**src/rtl/stats_stream_scheduler.sv**
```systemverilog
// Round-robin front end that time-shares one statistics engine between
// NUM_SRC valid/ready producers, tagging beats and clearing on owner change.
module stats_stream_scheduler #(
  parameter int NUM_SRC = 4,
  parameter int DATA_W  = 64,
  parameter int BURST   = 16,
  parameter int SRC_W   = $clog2(NUM_SRC)
) (
  input  logic                      clk,
  input  logic                      reset,
  input  logic [NUM_SRC*DATA_W-1:0] src_data,
  input  logic [NUM_SRC-1:0]        src_valid,
  output logic [NUM_SRC-1:0]        src_ready,
  output logic [DATA_W-1:0]         eng_data,
  output logic                      eng_valid,
  input  logic                      eng_ready,
  output logic [SRC_W-1:0]          eng_src,
  output logic                      eng_clear,
  output logic                      busy
);

  localparam logic [1:0] S_IDLE   = 2'd0;
  localparam logic [1:0] S_CLEAR  = 2'd1;
  localparam logic [1:0] S_STREAM = 2'd2;

  localparam logic [7:0]       LAST_BEAT = 8'(BURST - 1);
  localparam logic [SRC_W-1:0] LAST_SRC  = SRC_W'(NUM_SRC - 1);

  logic [1:0]       state_q, state_d;
  logic [SRC_W-1:0] grant_q, grant_d;
  logic [SRC_W-1:0] last_grant_q, last_grant_d;
  logic [SRC_W-1:0] owner_q, owner_d;
  logic             owner_vld_q, owner_vld_d;
  logic [7:0]       beat_cnt_q, beat_cnt_d;

  logic             arb_hit;
  logic [SRC_W-1:0] arb_idx;
  logic [SRC_W-1:0] cand;
  logic [DATA_W-1:0] mux_data;
  logic             mux_valid;

  // Round-robin search: first requester strictly after last_grant.
  always_comb begin
    arb_hit = 1'b0;
    arb_idx = last_grant_q;
    cand    = '0;
    for (int i = 1; i <= NUM_SRC; i++) begin
      cand = SRC_W'((int'(last_grant_q) + i) % NUM_SRC);
      if (!arb_hit && src_valid[cand]) begin
        arb_hit = 1'b1;
        arb_idx = cand;
      end
    end
  end

  // Select the granted source's beat and valid.
  always_comb begin
    mux_data  = '0;
    mux_valid = 1'b0;
    for (int i = 0; i < NUM_SRC; i++) begin
      if (grant_q == SRC_W'(i)) begin
        mux_data  = src_data[i*DATA_W +: DATA_W];
        mux_valid = src_valid[i];
      end
    end
  end

  // Grant FSM: pick, optionally clear the engine, then stream a burst.
  always_comb begin
    state_d      = state_q;
    grant_d      = grant_q;
    last_grant_d = last_grant_q;
    owner_d      = owner_q;
    owner_vld_d  = owner_vld_q;
    beat_cnt_d   = beat_cnt_q;
    case (state_q)
      S_IDLE: begin
        beat_cnt_d = '0;
        if (arb_hit) begin
          grant_d      = arb_idx;
          last_grant_d = arb_idx;
          if (owner_vld_q && (arb_idx == owner_q)) begin
            state_d = S_STREAM;
          end else begin
            state_d = S_CLEAR;
          end
        end
      end
      S_CLEAR: begin
        owner_d     = grant_q;
        owner_vld_d = 1'b1;
        state_d     = S_STREAM;
      end
      S_STREAM: begin
        if (!mux_valid) begin
          state_d = S_IDLE;
        end else if (eng_ready) begin
          beat_cnt_d = beat_cnt_q + 8'd1;
          if (beat_cnt_q == LAST_BEAT) begin
            state_d = S_IDLE;
          end
        end
      end
      default: begin
        state_d = S_IDLE;
      end
    endcase
  end

  // State registers; reset makes source 0 the first winner.
  always_ff @(posedge clk) begin
    if (reset) begin
      state_q      <= S_IDLE;
      grant_q      <= '0;
      last_grant_q <= LAST_SRC;
      owner_q      <= '0;
      owner_vld_q  <= 1'b0;
      beat_cnt_q   <= '0;
    end else begin
      state_q      <= state_d;
      grant_q      <= grant_d;
      last_grant_q <= last_grant_d;
      owner_q      <= owner_d;
      owner_vld_q  <= owner_vld_d;
      beat_cnt_q   <= beat_cnt_d;
    end
  end

  // Outputs; forced quiet while reset is asserted so no beat slips through.
  always_comb begin
    src_ready = '0;
    eng_data  = '0;
    eng_valid = 1'b0;
    eng_src   = '0;
    eng_clear = 1'b0;
    busy      = 1'b0;
    if (!reset) begin
      eng_clear = (state_q == S_CLEAR);
      busy      = (state_q != S_IDLE);
      eng_src   = owner_vld_q ? owner_q : '0;
      if (state_q == S_STREAM) begin
        eng_data  = mux_data;
        eng_valid = mux_valid;
        for (int i = 0; i < NUM_SRC; i++) begin
          src_ready[i] = eng_ready && (grant_q == SRC_W'(i));
        end
      end
    end
  end

endmodule
```
**config.mk**
```make
export PLATFORM = sky130hd
export DESIGN_NAME = stats_stream_scheduler
export DESIGN_NICKNAME = d
export VERILOG_FILES = /design/src/rtl/stats_stream_scheduler.sv
export SDC_FILE = /design/constraint.sdc
export NUM_CORES = 1
export LEC_CHECK = 0
export ABC_AREA = 1
export BUFFER_PORTS_ARGS = -buffer_cell sky130_fd_sc_hd__buf_2
export CAP_MARGIN = 20
export CORE_AREA = 2 2 132 134
export DETAILED_ROUTE_END_ITERATION = 8
export DIE_AREA = 0 0 134 136
export PLACE_DENSITY_LB_ADDON = 0.12
export RECOVER_POWER = 25
export SLEW_MARGIN = 20
export SYNTH_ARGS = -nofsm -noshare
export SYNTH_HDL_FRONTEND = slang
export SYNTH_SLANG_ARGS = --single-unit
```
**constraint.sdc**
```tcl
create_clock -name clk -period 2.1 [get_ports clk]
set_clock_uncertainty 0.05 [all_clocks]
set_input_delay 0.21 -clock clk [delete_from_list [all_inputs] [get_ports clk]]
set_output_delay 0.21 -clock clk [all_outputs]
set_load 0.01 [all_outputs]
```
Yosys cells after proc, flatten, opt, wreduce, memory -nomap -nowiden:

Cells that the tools add are included.

* bitwise operators: 0
* shifts and indexed selects: 0
* $mul: 0
* $lt $le $gt $ge: 4
* reductions and logical operators: 18
* $add $sub $neg: 5
* divide/modulo/power cells: 0
* equal/unequal tests: 12
* mux-type cells: 43

Operators by type and width (count)
* $mux W64: 6
* $mux W2: 11
* $mux W1: 16
* $mux W8: 2
* $pmux W8 S2: 1
* $lt A2 B3 Y1 const B: 4
* $add A8 B1 Y8 const B: 1
* $bmux W1 S2: 4
* $eq A8 B4 Y1 const B: 1
* $logic_and A1 B1 Y1: 8
* $mux W4: 2
* $eq A2 B2 Y1 const B: 3
* $ne A2 B2 Y1 const B: 3
* $ne A3 B3 Y1 const B: 2
* $pmux W2 S3: 1
* $reduce_and A3 Y1: 2
* $add A2 B1 Y2 const B: 2
* $add A2 B2 Y2 const B: 2
* $eq A2 B1 Y1 const B: 2
* $logic_not A2 Y1: 2
* $reduce_bool A2 Y1: 2
* $logic_not A1 Y1: 3
* $eq A2 B2 Y1: 1
* $reduce_and A2 Y1: 1

* ROM bits: 0
* register bits after elaboration: 17
* memories kept: 0
* memory bits (writable): 0
* word-level logic and storage cells: 88
* latch bits: 0

Logic depth before layout (Yosys ltp):

* word-level depth: 18
* gate-level depth with buffers: 15

Least setup slack after synthesis:

No wires, ideal clock.

* kind: reg-to-output
* start: register grant_q[1]
* end: output port eng_data[61]
* required time: 1.840 ns
* slack: 0.475 ns
* path buffers: 2
* cell stages (with the launch flop): 8
* arrival time: 1.365 ns
* cell sequence: dfxtp_1 buf_2 inv_1 nor2_1 inv_2 buf_2 o221ai_1 a21oi_1

* cells in the longest elaborated chain, start to end: 7
* elaborated cells on any way between the ends: 10
* classes of those cells: eq/ne (3); mux (6); reduce/logical (1)

RTL lines
* from (decl): RTL line 30 `logic [SRC_W-1:0] grant_q, grant_d;`
* from (signal assigned): RTL line 121 `grant_q <= grant_d;`
* $logic_not A2 Y1: RTL line 61 `if (grant_q == SRC_W'(i)) begin`
* $mux W64 (3 in a row): RTL line 61
* $mux W64 (*): RTL line 61
* $mux W64 (*): RTL line 141 `if (state_q == S_STREAM) begin`
* $mux W64 (*): RTL line 137 `if (!reset) begin`
* to (decl): RTL line 14 `output logic [DATA_W-1:0] eng_data,`

Every way passes the cells marked *; elsewhere a longest branch is shown, timed or not.

Final worst setup path:

* start: register grant_q[1]
* end: output port eng_data[63]

Same word-level chain as after synthesis.

==> results.tsv <==
stage	metric	value	unit
floorplanning	Row Count	48	
floorplanning	Core ar.	16900	sq um
placed_design	DP Cell Count	1108	
detailed_routing	via count	5071	
cts	number of buffers created by CTS	3	
sta	minimum clock period	1.93	ns
sta	Max Clock Freq	517	MHz
global_routing	vias in the first global route	4848	
setup_path	crit-path max FO	34	
global_routing	M2 GR Usage	32.6	%
floorplanning	Starting Density	18.3	%
cells_and_area	Storage cell area	343	sq um
cts	clk_lat worst skew	0.25	ns
cells_and_area	area of the multi-input gates	2340	sq um
sta	Hold Vio Cnt, Final	0	
synth	top-area cell type share of the netlist area	15.4	%
global_routing	grt total ovfl	0	
power_and_ir_drop	clock group share of total power	9.4	%
synth	#FFs+latches synth	17	
setup_path	reg-to-reg endpoint	beat_cnt_q[7]	
detailed_routing	Iter 0 DRT Violations	198	
setup_path	critical path depth	8	
detailed_routing	drt via density	4.52	
power_and_ir_drop	Int Power	1.93	mW
setup_path	CP Buf/Inv Count	4	
synth	Mapped Nets	829	
cts	Num Clock Sinks	17	
cts	Worst-path clk slew	0.05	ns
placed_design	Placer Congestion	0.837	
floorplanning	# IOs	336	
power_and_ir_drop	net load switching power	2.20	mW
sta	Setup-failing EPs final	0	
sta	final-report max-slew violation count	0	
power_and_ir_drop	combinational share of power	79.1	%
setup_path	Startpoint Class	register	
cells_and_area	share of cells above drive strength 1	44.1	%
synth	synth warn	0	
synth	cell taking the most area after synthesis	nand2_1	
cells_and_area	Total Nets Final	1156	
power_and_ir_drop	Sw Share	53.3	%
placed_design	Port-buffer cells	335	
setup_path	Worst Setup EP	eng_data[63]	
synth	Cells after Synth	565	
synth	Netlist cell types	37	
power_and_ir_drop	sequential share of power	11.5	%
setup_path	arrival time at the worst endpoint	1.67	ns
cts	clk buf depth	2	
sta	setup TNS	0	ns
setup_path	FF-to-FF setup slack	0.20	ns
cts	number of H-tree levels	1	
synth	synthesized area	3090	sq um
power_and_ir_drop	Max rail drop VDD	0.357	mV
floorplanning	die span in y	136	microns
outcome	status	complete, no violations	
power_and_ir_drop	Pleak	2.93	nW
detailed_routing	antenna-violating nets left	0	
detailed_routing	Post-route DRC	0	
sta	final hold slack	0.357	ns
global_routing	gr usage total	18.4	%
setup_path	max incr delay on CP	0.36	ns
setup_path	FF-to-FF path depth	8	
floorplanning	Die X	134	microns
synth	post-synthesis sequential area ratio	11.0	%
detailed_routing	total iterations of the first detailed-routing run	5	
global_routing	initial antenna violation count	5	
global_routing	met1 Use GR	23.4	%
cells_and_area	non-filler instance count after layout	1121	
setup_path	CP Capture Type	output pin	
job	maxcap violations	0	
global_routing	Most Used Layer, Global Route	met2	
sta	RSZ-0062 raised after global routing	false	
sta	normalized max-slew margin	65.6	%
global_routing	first-pass GRT wire length	27000	microns
global_routing	GR Layer Usage met3	3.50	%
hold_path	worst min path class	in -> reg	
setup_path	data required time of the worst path	1.84	ns
power_and_ir_drop	PwrDens	790	nW/um^2
detailed_routing	WL/cell	16.3	microns
floorplanning	die area	18200	sq um
synth	Mean Syn Cell Area	5.47	sq um
synth	top cells by area, synth	nand2_1 15%, dfxtp_1 11%, o211ai_1 9.2%	
setup_path	reg-to-reg startpoint	grant_q[0]	
setup_path	crit-path cells	buf_4, nor2_4, buf_6, nand2_1, nand3_1, o211ai_1, inv_1, buf_2	
setup_path	largest delay contributor family on the critical path	buffers and inverters	
placed_design	HPWL after DPL	14800	microns
cts	CTS tree	yes	
cells_and_area	Layout fillers	1999	
setup_path	Worst path slowest cell	dfxtp_2	
detailed_routing	WL final	18200	microns
setup_path	WS Path Type	reg -> out	
sta	final worst-path cycle share	92.1	%
cts	root buf cell	clkbuf_16	
global_routing	largest net degree at the start of global routing	35	
setup_path	CP Launch Point	grant_q[1]	
cells_and_area	synthesis-to-layout area growth	69.5	%
sta	Least-Margin Pin Slew	0.510	ns
[logic make-up after synthesis]
family / Yosys count / synth area share (%)
flip-flops: 17 / 11.0
XOR/XNOR: 5 / 1.42
adder cells (fa/ha/maj): 1 / 0.405
AO/OA/AOI/OAI: 188 / 37.6
AND/OR/NAND/NOR: 252 / 36.3
buffers and inverters: 102 / 13.3
[registers in the layout, summed over array words and instances, names as in the netlist]
| register | count |
|---|---|
| beat_cnt_q | 8 |
| grant_q | 2 |
| last_grant_q | 2 |
| owner_q | 2 |
| state_q | 2 |
| owner_vld_q | 1 |
[synth_stat cells, drive strengths merged]
library cell	n
nand2	137
inv	62
nor2	58
o21ai	57
nand3	46
a21oi	45
o211ai	38
clkbuf	33
dfxtp	17
o22ai	16
o221ai	14
o21bai	12
buf	7
nor3	4
o21a	4
nand4	3
xor2	3
a31oi	2
or2	2
xnor2	2
ha	1
nand3b	1
nor4	1
[metal layers]
metal  part of all wire (%)  vias to the layer above
met4                    1.7                        0
met5                      0                        -
met2                     50                      194
met1                     41                     2265
met3                    7.3                       20
li1                       -                     2592
[power groups by stage]
stage	sequential (mW)	combinational [mW]	clock (mW)
2_1_floorplan	0.455	2.15	0
3_3_place_gp	0.477	3.31	0
3_5_place_dp	0.479	3.27	0
4_1_cts	0.475	3.33	0.396
5_1_grt	0.486	3.69	0.415
6_report	0.476	3.27	0.388
[stage by stage]
step / utilization, % / area, sq um / setup WS [ns] / total power [mW]
global route: 31.0 / 5230 / 0.0238 / 4.60
floorplan: - / 3090 / 0.475 / 2.60
global placement: 30.2 / 5100 / 0.192 / 3.79
CTS: 31.0 / 5240 / 0.0534 / 4.20
finish: 31.0 / 5240 / 0.166 / 4.14
detailed placement: 30.2 / 5100 / 0.118 / 3.75
[placed cells by master, fill, tap and decap left out, types with 5 or more instances in the layout]
master | netlist | final
buf_2 | 4 | 327
nand2_2 | 9 | 9
clkbuf_1 | 33 | 9
o221ai_1 | 14 | 14
nand3_1 | 41 | 41
a21oi_1 | 43 | 43
o22ai_1 | 16 | 16
nor2_1 | 52 | 53
buf_12 | 0 | 5
dfxtp_1 | 17 | 15
diode_2 | 0 | 5
nand2_1 | 127 | 127
inv_1 | 53 | 51
inv_2 | 8 | 8
buf_4 | 2 | 21
o21bai_1 | 12 | 12
o21ai_0 | 54 | 55
o211ai_1 | 38 | 38
[worst min-delay path, stage by stage]
cell and delay, ns:
buf_2 0.13, buf_4 0.23, a21oi_2 0.04
[repair_timing]
| action | CTS | global route |
|---|---|---|
| hold buffers | 0 | 0 |
| setup endpoints to repair | 44 | 17 |
| resized for setup | 3 | 2 |
| pin swaps | 1 | 0 |
| buffers inserted | 4 | 0 |
| cloned | 0 | 0 |
[worst min path at each step]
stage | start | to | slack (ns) | cells past startpoint
3_5_place_dp | beat_cnt_q[1] | beat_cnt_q[1] | 0.42 | 2
5_1_grt | reset | grant_q[0] | 0.38 | 3
4_1_cts | reset | grant_q[0] | 0.35 | 3
3_3_place_gp | beat_cnt_q[1] | beat_cnt_q[1] | 0.43 | 2
6_report | reset | grant_q[0] | 0.36 | 3
2_1_floorplan | reset | state_q[1] | 0.36 | 2
[cell type report]
class / count / area share (%)
Antenna cell: 5 / 0.239
Clock buffer: 4 / 1.51
Inverter: 62 / 4.66
Multi-Input combinational cell: 446 / 44.7
Sequential cell: 17 / 6.55
Tap cell: 225 / 5.38
Timing Repair Buffer: 362 / 37.0
No activity file was read; power rests on OpenSTA's default activity.
